### src/rtl/seg7_time_monitor_if.sv
// -----------------------------------------------------------------------------
// seg7_time_monitor_if
// Six-digit seven-segment timer display bus.
//   seg_in    : [5:0][6:0] segment bus. Digit order [0] sec units, [1] sec tens,
//               [2] min units, [3] min tens, [4] hr units, [5] hr tens.
//               Segment bits are {a,b,c,d,e,f,g}, MSB first, active-low.
//   sample_en : capture strobe; seg_in is valid in the same cycle.
// The timer (or bench) drives through the master modport; the monitor
// receives through the slave modport.
// -----------------------------------------------------------------------------
interface seg7_time_monitor_if;
    logic [5:0][6:0] seg_in;
    logic            sample_en;

    modport master (output seg_in, output sample_en);
    modport slave  (input  seg_in, input  sample_en);
endinterface

### src/rtl/seg7_time_monitor.sv
// -----------------------------------------------------------------------------
// seg7_time_monitor
// Observer for the six-digit seven-segment timer display. Each strobed sample
// is decoded back to BCD, range-checked as HH:MM:SS, converted to seconds and
// checked for a legal advance relative to the previous good sample.
//
// Ports:
//   sys_clk    : clock, rising edge
//   rst        : asynchronous, active-high reset
//   disp       : display bus (slave side): seg_in, sample_en
//   clear      : synchronous clear of sticky flags, step counter, tracking FSM
//   bcd_out    : decoded digits of the last good sample
//   time_sec   : hr*3600 + min*60 + sec of the last good sample
//   time_valid : one-cycle pulse, good sample published
//   sample_bad : one-cycle pulse, sample failed decode or range check
//   seg_err    : sticky, illegal segment pattern seen
//   range_err  : sticky, digits decoded but value out of range
//   step_err   : sticky, illegal advance between good samples
//   step_count : count of legal +1 s advances, saturating
//
// Pipeline: S1 captures seg_in, S2 holds decoded digits and error bits,
// S3 (combinational from S2) computes seconds and the step check into the
// output registers. sample_en in cycle N shows up on the outputs in N+3.
// -----------------------------------------------------------------------------
module seg7_time_monitor #(
    parameter int WRAP_HOURS = 24
) (
    input  logic                 sys_clk,
    input  logic                 rst,
    seg7_time_monitor_if.slave   disp,
    input  logic                 clear,
    output logic [5:0][3:0]      bcd_out,
    output logic [16:0]          time_sec,
    output logic                 time_valid,
    output logic                 sample_bad,
    output logic                 seg_err,
    output logic                 range_err,
    output logic                 step_err,
    output logic [15:0]          step_count
);

    typedef enum logic {IDLE, TRACK} state_t;

    // Last second of the day; the only value from which 0 is a legal +1 step.
    localparam logic [16:0] LAST_SEC   = 17'(WRAP_HOURS * 3600 - 1);
    localparam logic [6:0]  WRAP_LIMIT = 7'(WRAP_HOURS);

    // Returns {legal, digit}; patterns are active-low {a,b,c,d,e,f,g}.
    function automatic logic [4:0] seg_decode(input logic [6:0] seg);
        case (seg)
            7'b0000001: return {1'b1, 4'd0};
            7'b1001111: return {1'b1, 4'd1};
            7'b0010010: return {1'b1, 4'd2};
            7'b0000110: return {1'b1, 4'd3};
            7'b1001100: return {1'b1, 4'd4};
            7'b0100100: return {1'b1, 4'd5};
            7'b0100000: return {1'b1, 4'd6};
            7'b0001111: return {1'b1, 4'd7};
            7'b0000000: return {1'b1, 4'd8};
            7'b0000100: return {1'b1, 4'd9};
            default:    return {1'b0, 4'd0};
        endcase
    endfunction

    // ---------------------------------------------------------------- S1
    logic            s1_valid_q, s1_valid_d;
    logic [5:0][6:0] s1_seg_q,   s1_seg_d;

    // ---------------------------------------------------------------- S2
    logic            s2_valid_q,     s2_valid_d;
    logic [5:0][3:0] s2_bcd_q,       s2_bcd_d;
    logic            s2_seg_bad_q,   s2_seg_bad_d;
    logic            s2_range_bad_q, s2_range_bad_d;

    logic [5:0]      dec_legal;
    logic [5:0][3:0] dec_bcd;
    logic [6:0]      dec_hours;
    logic            dec_range_ok;

    // ------------------------------------------------------- S3 / outputs
    state_t          state_q,      state_d;
    logic [5:0][3:0] bcd_q,        bcd_d;
    logic [16:0]     time_sec_q,   time_sec_d;
    logic            time_valid_q, time_valid_d;
    logic            sample_bad_q, sample_bad_d;
    logic            seg_err_q,    seg_err_d;
    logic            range_err_q,  range_err_d;
    logic            step_err_q,   step_err_d;
    logic [15:0]     step_count_q, step_count_d;

    logic [16:0]     sec_part, min_part, hr_part, new_sec;
    logic            s2_good;

    // S1: capture the bus only on the strobe so the decoded value is stable.
    // NOTE: every variable written in an always_comb gets a default first, so
    // no path leaves it unassigned and no latch is inferred.
    always_comb begin
        s1_valid_d = disp.sample_en;
        s1_seg_d   = s1_seg_q;
        if (disp.sample_en) begin
            s1_seg_d = disp.seg_in;
        end
    end

    // S2: decode all six digits, then range check. A range error is only
    // meaningful when every digit decoded, so it is masked by dec_legal.
    always_comb begin
        for (int i = 0; i < 6; i++) begin
            {dec_legal[i], dec_bcd[i]} = seg_decode(s1_seg_q[i]);
        end
        dec_hours    = {3'b000, dec_bcd[5]} * 7'd10 + {3'b000, dec_bcd[4]};
        dec_range_ok = (dec_bcd[1] <= 4'd5) && (dec_bcd[3] <= 4'd5) &&
                       (dec_hours < WRAP_LIMIT);

        s2_valid_d     = s1_valid_q;
        s2_bcd_d       = dec_bcd;
        s2_seg_bad_d   = ~&dec_legal;
        s2_range_bad_d = (&dec_legal) & ~dec_range_ok;
    end

    // S3: seconds from BCD, constant multiplies only.
    assign sec_part = {13'd0, s2_bcd_q[1]} * 17'd10 + {13'd0, s2_bcd_q[0]};
    assign min_part = ({13'd0, s2_bcd_q[3]} * 17'd10 + {13'd0, s2_bcd_q[2]}) * 17'd60;
    assign hr_part  = ({13'd0, s2_bcd_q[5]} * 17'd10 + {13'd0, s2_bcd_q[4]}) * 17'd3600;
    assign new_sec  = hr_part + min_part + sec_part;
    assign s2_good  = s2_valid_q & ~s2_seg_bad_q & ~s2_range_bad_q;

    // Tracking FSM next-state and output-register logic.
    always_comb begin
        state_d      = state_q;
        bcd_d        = bcd_q;
        time_sec_d   = time_sec_q;
        time_valid_d = 1'b0;
        sample_bad_d = 1'b0;
        seg_err_d    = seg_err_q;
        range_err_d  = range_err_q;
        step_err_d   = step_err_q;
        step_count_d = step_count_q;

        if (s2_valid_q) begin
            if (s2_good) begin
                time_valid_d = 1'b1;
                bcd_d        = s2_bcd_q;
                time_sec_d   = new_sec;
                state_d      = TRACK;
                // An unchanged value is a legal repeat; a jump to 0 that is
                // not the day wrap is taken as the timer being reset.
                if (state_q == TRACK && new_sec != time_sec_q) begin
                    if (new_sec == time_sec_q + 17'd1 ||
                        (time_sec_q == LAST_SEC && new_sec == 17'd0)) begin
                        if (step_count_q != 16'hFFFF) begin
                            step_count_d = step_count_q + 16'd1;
                        end
                    end else if (new_sec != 17'd0) begin
                        step_err_d = 1'b1;
                    end
                end
            end else begin
                sample_bad_d = 1'b1;
                seg_err_d    = seg_err_q   | s2_seg_bad_q;
                range_err_d  = range_err_q | s2_range_bad_q;
                state_d      = IDLE;
            end
        end

        // clear overrides flag and counter updates, but a result arriving in
        // the same cycle is still published above.
        if (clear) begin
            seg_err_d    = 1'b0;
            range_err_d  = 1'b0;
            step_err_d   = 1'b0;
            step_count_d = 16'd0;
            state_d      = IDLE;
        end
    end

    // NOTE: state is updated with non-blocking assignments so every flop
    // samples the values from before the edge, independent of block order.
    always_ff @(posedge sys_clk or posedge rst) begin
        if (rst) begin
            s1_valid_q     <= 1'b0;
            s1_seg_q       <= '0;
            s2_valid_q     <= 1'b0;
            s2_bcd_q       <= '0;
            s2_seg_bad_q   <= 1'b0;
            s2_range_bad_q <= 1'b0;
        end else begin
            s1_valid_q     <= s1_valid_d;
            s1_seg_q       <= s1_seg_d;
            s2_valid_q     <= s2_valid_d;
            s2_bcd_q       <= s2_bcd_d;
            s2_seg_bad_q   <= s2_seg_bad_d;
            s2_range_bad_q <= s2_range_bad_d;
        end
    end

    always_ff @(posedge sys_clk or posedge rst) begin
        if (rst) begin
            state_q      <= IDLE;
            bcd_q        <= '0;
            time_sec_q   <= 17'd0;
            time_valid_q <= 1'b0;
            sample_bad_q <= 1'b0;
            seg_err_q    <= 1'b0;
            range_err_q  <= 1'b0;
            step_err_q   <= 1'b0;
            step_count_q <= 16'd0;
        end else begin
            state_q      <= state_d;
            bcd_q        <= bcd_d;
            time_sec_q   <= time_sec_d;
            time_valid_q <= time_valid_d;
            sample_bad_q <= sample_bad_d;
            seg_err_q    <= seg_err_d;
            range_err_q  <= range_err_d;
            step_err_q   <= step_err_d;
            step_count_q <= step_count_d;
        end
    end

    assign bcd_out    = bcd_q;
    assign time_sec   = time_sec_q;
    assign time_valid = time_valid_q;
    assign sample_bad = sample_bad_q;
    assign seg_err    = seg_err_q;
    assign range_err  = range_err_q;
    assign step_err   = step_err_q;
    assign step_count = step_count_q;

endmodule
### src/flat_wrapper.sv
// flat-port wrapper written by rule: the top's interface ports become plain ports
module seg7_time_monitor_flat 
#(
    parameter int WRAP_HOURS = 24
)
  (sys_clk, rst, clear, bcd_out, time_sec, time_valid, sample_bad, seg_err, range_err, step_err, step_count, disp_seg_in, disp_sample_en);
  seg7_time_monitor_if disp_i ();
  input  logic sys_clk;
  input  logic rst;
  input  logic clear;
  output logic [5:0][3:0] bcd_out;
  output logic [16:0] time_sec;
  output logic time_valid;
  output logic sample_bad;
  output logic seg_err;
  output logic range_err;
  output logic step_err;
  output logic [15:0] step_count;
  input wire logic [$bits(disp_i.seg_in)-1:0] disp_seg_in;
  input wire logic [$bits(disp_i.sample_en)-1:0] disp_sample_en;
  assign disp_i.seg_in = disp_seg_in;
  assign disp_i.sample_en = disp_sample_en;
  seg7_time_monitor #(.WRAP_HOURS(WRAP_HOURS)) u_core (.sys_clk(sys_clk), .rst(rst), .disp(disp_i), .clear(clear), .bcd_out(bcd_out), .time_sec(time_sec), .time_valid(time_valid), .sample_bad(sample_bad), .seg_err(seg_err), .range_err(range_err), .step_err(step_err), .step_count(step_count));
endmodule
### config.mk
export PLATFORM = sky130hd
export DESIGN_NAME = seg7_time_monitor_flat
export DESIGN_NICKNAME = d
export VERILOG_FILES = /design/src/rtl/seg7_time_monitor_if.sv /design/src/rtl/seg7_time_monitor.sv /design/src/flat_wrapper.sv
export SDC_FILE = /design/constraint.sdc
export NUM_CORES = 1
export LEC_CHECK = 0
export CAP_MARGIN = 20
export CORE_UTILIZATION = 45
export DETAILED_ROUTE_END_ITERATION = 8
export PLACE_DENSITY_LB_ADDON = 0.1
export SLEW_MARGIN = 20
export SYNTH_ARGS = -nofsm -noshare
export SYNTH_HDL_FRONTEND = slang
export SYNTH_SLANG_ARGS = --single-unit
### constraint.sdc
create_clock -name sys_clk -period 22.6 [get_ports sys_clk]
set_input_delay 6.78 -clock sys_clk [delete_from_list [all_inputs] [get_ports sys_clk]]
set_output_delay 6.78 -clock sys_clk [all_outputs]
set_load 0.005 [all_outputs]
==> flow_summary.toml, run 1 <==
[sta]
rsz0062_at_grt = "false"
setup_violations = 0
slew_headroom_pct = 30.9
slew_violations = 0
fmax_ghz = 0.121
fin_crit_ps = 8290
period_share_pct = 36.7
clock_skew_ps = 10.3
hold_viol = 0
worst_slew_pin_slew_ps = 1030
tns_ps = 0

[worst_setup_path]
crit_path_top_delay_cell = "clkdlybuf4s50_1"
setup.worst_path.class = "register to output pin"
worstPathRequired_ps = 15820
worst-path-max-fanout = 10
r2r_setup_slack_ps = 14480
crit_family = "buffers and inverters"
end_kind = "output pin"
cp-start-kind = "register"
cpPeakStageDelay_ps = 560
critPathArrivalTime_ps = 1510
path_buf_inv = 1
worstPathCellList = "clkdlybuf4s50_1"

[power_and_ir_drop]
p_int_uw = 495
ir_drop_mv = 0.0468
power_frac_seq_pct = 35.7
p_leak_uw = 0.00569
p_per_area_nw_per_um2 = 60.7
switching_power_uw = 241
pwr-share-comb_pct = 27.0
clockPowerShare_pct = 37.3
sw_frac_of_total_pct = 32.8

[drt]
drtPass1Iterations = 4
drt-total-wl_um = 22600
vias_per_cell = 5.45
drt_iter0_drc = 328
vias = 8071
postRouteAntennaNets = 0
drc = 0
wl_per_cell_um = 15.3

[placement]
hpwl_um = 17000
place_congestion = 0.819
io_buffers = 107
place_inst = 1451
postPlaceCellArea_sq_um = 11500

[logic_synthesis]
synth_cell_types = 81
netlist_area_sq_um = 10300
synth-edff-count = 0
post_synth.cell_area_avg_sq_um = 9.29
yosysWarnings = 0
synth_nets = 1277
seq_area_frac_synth_pct = 32.1
synth_ff_type = "dfrtp_1"
syn_inst = 1107
synth_seq_cells = 132
synth-async-reset-ratio_pct = 100

[final_layout]
fin_area_sq_um = 12100
nFillCells = 1991
final_nets = 1360
multi_input_area_sq_um = 6540
register_area_sq_um = 3300
final_common_cell = "nand2_1"
fin_cells = 1482
layout-drive-gt1-share_pct = 8.07
area_delta_synth_final_pct = 17.8
n_antenna_cell = 0
final_cell_mix = "141 x nand2_1, 132 x dfrtp_1, 105 x clkdlybuf4s50_1, 92 x ha_1, 70 x inv_1"

[clock_network]
cts_setup_buffers = 0
clkLatencyLatePin_ps = 420
ctsHoldBuffers = 0
clockBufferDepth = 2
cts-root-buf = "clkbuf_16"
cts_tree = "yes"
cts_buffers = 17
htree_levels = 4
cts.clk_slew.worst_paths_ps = 60
postCtsResizedCells = 0
cts.sinks = 132

[global_routing]
grt_overflow = 0
track_usage_pct = 20.4
antenna_found_initial = 0
grt_max_degree = 84
grt_pass1_wl_um = 38800
first_global_vias = 7689

[run_status]
outcome = "finished clean"

[die]
pin_count = 108
num_rows = 54
die_h_um = 153
coreArea_sq_um = 22100
initial_core_util_pct = 46.6
die-area_sq_um = 23500
die_width_um = 153

[run]
maxCapViolCount = 0

[hold_path]
hold_path.class = "register to register"
-- per-layer routing --
metal / track usage (%) / wire length, um / up-vias
met3: 2.81 / 717 / 16
met5: 0 / 0 / -
met4: 6.20 / 287 / 0
met1: 29.1 / 11300 / 3830
li1: - / - / 4087
met2: 32.1 / 10300 / 138
-- synth_stat cells (all sizes together), types with 4 or more instances --
master	n	area, sq um
nor2	69	259
o21a	9	67.6
buf	6	30.0
clkbuf	39	148
a21oi	52	260
nor4	16	100
nor3	23	115
a2111oi	8	88.8
a211oi	4	35.0
ha	92	1150
xnor3	4	90.1
nand2	142	533
fa	32	641
nand2b	10	62.6
or4	8	60.1
nor3b	5	37.5
nand3b	7	52.6
inv	71	267
and3	9	56.3
nor2b	23	144
o21bai	5	37.5
xor2	27	244
nand3	25	125
nor4b	6	71.3
a31o	6	52.6
nand4b	4	35.0
o21ai	39	195
or2	6	37.5
a211o	4	35.0
o211ai	8	60.1
nand4	18	113
a31oi	8	50.1
and2	5	31.3
or3	11	73.8
o31ai	8	60.1
xnor2	49	437
dfrtp	132	3300
o22ai	7	43.8
a21o	18	135
mux2	51	574
-- flip-flops by register name (all words and copies together) (netlist names) --
register,count
u_core.seg_err,1
u_core.time_sec,17
u_core.s2_range_bad_q,1
u_core.state_q,1
u_core.step_err,1
u_core.s2_seg_bad_q,1
u_core.step_count,16
u_core.range_err,1
u_core.sample_bad,1
u_core.bcd_out,23
u_core.s1_seg_q,42
u_core.time_valid,1
u_core.s2_valid_q,1
u_core.s1_valid_q,1
u_core.s2_bcd_q,24
-- cell families (layout without fill, tap and decap cells) --
family                     after synthesis  in the layout  synth area share [%]
AOI/OAI and AO/OA                      205            205                  13.5
buffers and inverters                  117            212                  4.36
muxes                                   54             54                  5.88
xor gates and xnor gates                80             80                  7.49
and+or+nand+nor                        395            395                  19.3
adders and majority gates              124            124                  17.4
DFF                                    132            132                  32.1
-- area by class of cell --
type / instances / area share, %
Clock buffer: 18 / 3.62
Clock inverter: 13 / 1.13
Inverter: 72 / 2.27
Multi-Input combinational cell: 858 / 53.9
Sequential cell: 132 / 27.3
Tap cell: 280 / 2.89
Timing Repair Buffer: 109 / 8.88
-- through the flow --
| stage | util (%) | hold WS (ps) | setup WS [ps] | power (uW) |
|---|---|---|---|---|
| after global routing | 54.8 | 367 | 13780 | 782 |
| after floorplan | - | 331 | 12290 | 420 |
| after global placement | 52.3 | 336 | 14060 | 462 |
| final | 54.8 | 357 | 14310 | 736 |
| after CTS | 54.9 | 361 | 14280 | 745 |
| after detailed placement | 52.3 | 345 | 14040 | 465 |
-- worst paths after layout --
check / depth (start not counted) / endpoint / from
worst min-delay path: 0 / u_core.s2_valid_q / u_core.s1_valid_q
min in group asynchronous: 2 / u_core.s1_seg_q[0] / rst
worst min register to register: 0 / u_core.s2_valid_q / u_core.s1_valid_q
max in group asynchronous: 3 / u_core.s2_bcd_q[5] / rst
worst max-delay path: 1 / time_sec[13] / u_core.time_sec[13]
worst max register to register: 30 / u_core.step_count[7] / u_core.s2_bcd_q[14]
-- power by group through the flow --
stage | clock network [uW] | logic, uW | registers [uW]
after floorplan | 0 | 161 | 259
after global placement | 0 | 195 | 267
after detailed placement | 0 | 198 | 267
after CTS | 282 | 201 | 263
after global routing | 291 | 226 | 265
final | 275 | 199 | 263
(Power assumes the default switching activity.)
==> run 2, diff against run 1 <==
- clock period: 22.6 -> 7.3 ns (I/O delays scaled with it)
==> run 2 against run 1 <==
Non-clock buffer count is 53 higher; global-route usage increased by 0.63 points; worst hold slack got worse by 6.3 ps; clock skew grew 6.7 ps; worst setup slack got worse by 14000 ps; clock-buffer cell count is 1 higher; first-iteration DRC count up 40%; sequential power grew to 3.1 times the previous value; die area unchanged; highest routed layer unchanged.
==> flow_summary.toml, run 2 (same netlist as run 1, synthesis figures left out) <==
[die]
die_width_um = 153
coreArea_sq_um = 22100
die-area_sq_um = 23500
initial_core_util_pct = 46.6
pin_count = 108
num_rows = 54
die_h_um = 153

[worst_setup_path]
r2r_end = "u_core.step_count[3]"
r2r_setup_slack_ps = 300
reg2reg_from = "u_core.s2_bcd_q[13]"
end_kind = "register"
cp-start-kind = "register"
worst-path-max-fanout = 6
ff2ff_path_depth = 29
cp.depth = 29
setup.worst_path.class = "register to register"
critPathArrivalTime_ps = 7350
crit_family = "compound AO/OA/AOI/OAI gates"
worstPathRequired_ps = 7650
cpPeakStageDelay_ps = 540
path_buf_inv = 6
crit_path_top_delay_cell = "fa_1"

[placement]
hpwl_um = 17600
io_buffers = 107
place_congestion = 0.851
postPlaceCellArea_sq_um = 11900
dp_slack_ps = 9.69

[sta]
setup_violations = 0
worst_slew_pin_slew_ps = 954
slew_headroom_pct = 36.4
layout_setup_ws_ps = 298
slew_violations = 0
fin_crit_ps = 7000
fmax_ghz = 0.143
tns_ps = 0
rsz0062_at_grt = "true"
hold_viol = 0
period_share_pct = 95.9
clock_skew_ps = 17.0

[power_and_ir_drop]
p_leak_uw = 0.00603
switching_power_uw = 777
p_per_area_nw_per_um2 = 181
power_frac_seq_pct = 34.5
pwr-share-comb_pct = 29.4
ir_drop_mv = 0.155
sw_frac_of_total_pct = 33.0
clockPowerShare_pct = 36.1
p_int_uw = 1580
power.total_uw = 2360

[final_layout]
layout-drive-gt1-share_pct = 17.8
final_cell_mix = "141 x nand2_1, 131 x dfrtp_1, 105 x clkdlybuf4s50_1, 75 x ha_1, 68 x nor2_1"
fin_area_sq_um = 13000
area_delta_synth_final_pct = 26.8
n_antenna_cell = 0
largest_register_ffs = 42
final_common_cell = "nand2_1"
final_nets = 1413
top_register = "u_core.s1_seg_q"

[clock_network]
cts-root-buf = "clkbuf_16"
clockBufferDepth = 2
ctsHoldBuffers = 0
cts_tree = "yes"
clkLatencyLatePin_ps = 420
cts_buffers = 17
htree_levels = 4
cts.clk_slew.worst_paths_ps = 70
cts.sinks = 132

[hold_path]
worstHoldEndpoint = "u_core.s2_valid_q"
whs_path_depth = 0
hold_path.class = "register to register"
min-delay-start = "u_core.s1_valid_q"

[drt]
vias_per_cell = 5.45
drc = 0
drtPass1Iterations = 4
vias = 8361
drt_iter0_drc = 460
postRouteAntennaNets = 0
drt-total-wl_um = 24500
wl_per_cell_um = 15.9

[global_routing]
antenna_found_initial = 0
grt_overflow = 0
first_global_vias = 7910
grt_pass1_wl_um = 40000
grt_max_degree = 97
track_usage_pct = 21.1

[run_status]
outcome = "finished clean"

[run]
maxCapViolCount = 0
-- run 2: layer usage --
layer | vias up | GRT usage [%] | routed length, um
li1 | 4187 | - | -
met1 | 3990 | 30.2 | 11900
met2 | 163 | 33.2 | 11400
met3 | 21 | 3.01 | 796
met4 | 0 | 5.72 | 380
met5 | - | 0 | 0
-- run 2: layout make-up --
class	instances	area, sq um
Clock buffer	19	443
Clock inverter	12	121
Fill cell	1939	9060
Inverter	72	275
Multi-Input combinational cell	858	7010
Sequential cell	132	3300
Tap cell	280	350
Timing Repair Buffer	162	1530
-- run 2: how the worst max path moves through the flow --
| stage | start | end | slack [ps] |
|---|---|---|---|
| final | u_core.s2_bcd_q[13] | u_core.step_count[3] | 300 |
| after global routing | u_core.s2_bcd_q[13] | u_core.step_count[13] | -100 |
| after CTS | u_core.s2_bcd_q[13] | u_core.step_count[13] | 8 |
| after detailed placement | u_core.s2_bcd_q[13] | u_core.step_count[5] | 10 |
| after global placement | u_core.s2_bcd_q[13] | u_core.step_count[13] | 60 |
| after floorplan | u_core.s2_bcd_q[13] | u_core.step_count[13] | 70 |
-- run 2: what timing repair did --
| item | in CTS | in global routing |
|---|---|---|
| gates cloned | 0 | 2 |
| setup endpoints to repair | 4 | 17 |
| resized for setup | 2 | 88 |
| pin swaps | 1 | 42 |
| buffers inserted | 0 | 12 |
-- run 2: worst register-to-register path: cells and delay by family, from the launching register on --
kind	cells	cell delay [ps]
AND/OR/NAND/NOR	1	480
AO/OA/AOI/OAI	12	2480
adder cells (fa/ha/maj)	6	2230
flip-flops	1	400
XOR/XNOR	4	740
buffers and inverters	6	610
-- run 2: through the flow --
stage / utilization (%) / instances / hold WS, ps
3_5_place_dp: 53.7 / 1490 / 335
3_3_place_gp: 53.7 / 1490 / 332
4_1_cts: 56.3 / 1521 / 351
5_1_grt: 59.0 / 1535 / 375
6_report: 59.0 / 1535 / 350
2_1_floorplan: - / 1107 / 331
-- run 2: power by group through the flow --
stage	logic, uW	registers [uW]	clock network, uW
2_1_floorplan	499	802	0
3_3_place_gp	643	824	0
3_5_place_dp	648	826	0
4_1_cts	655	813	869
5_1_grt	778	820	901
6_report	693	814	850
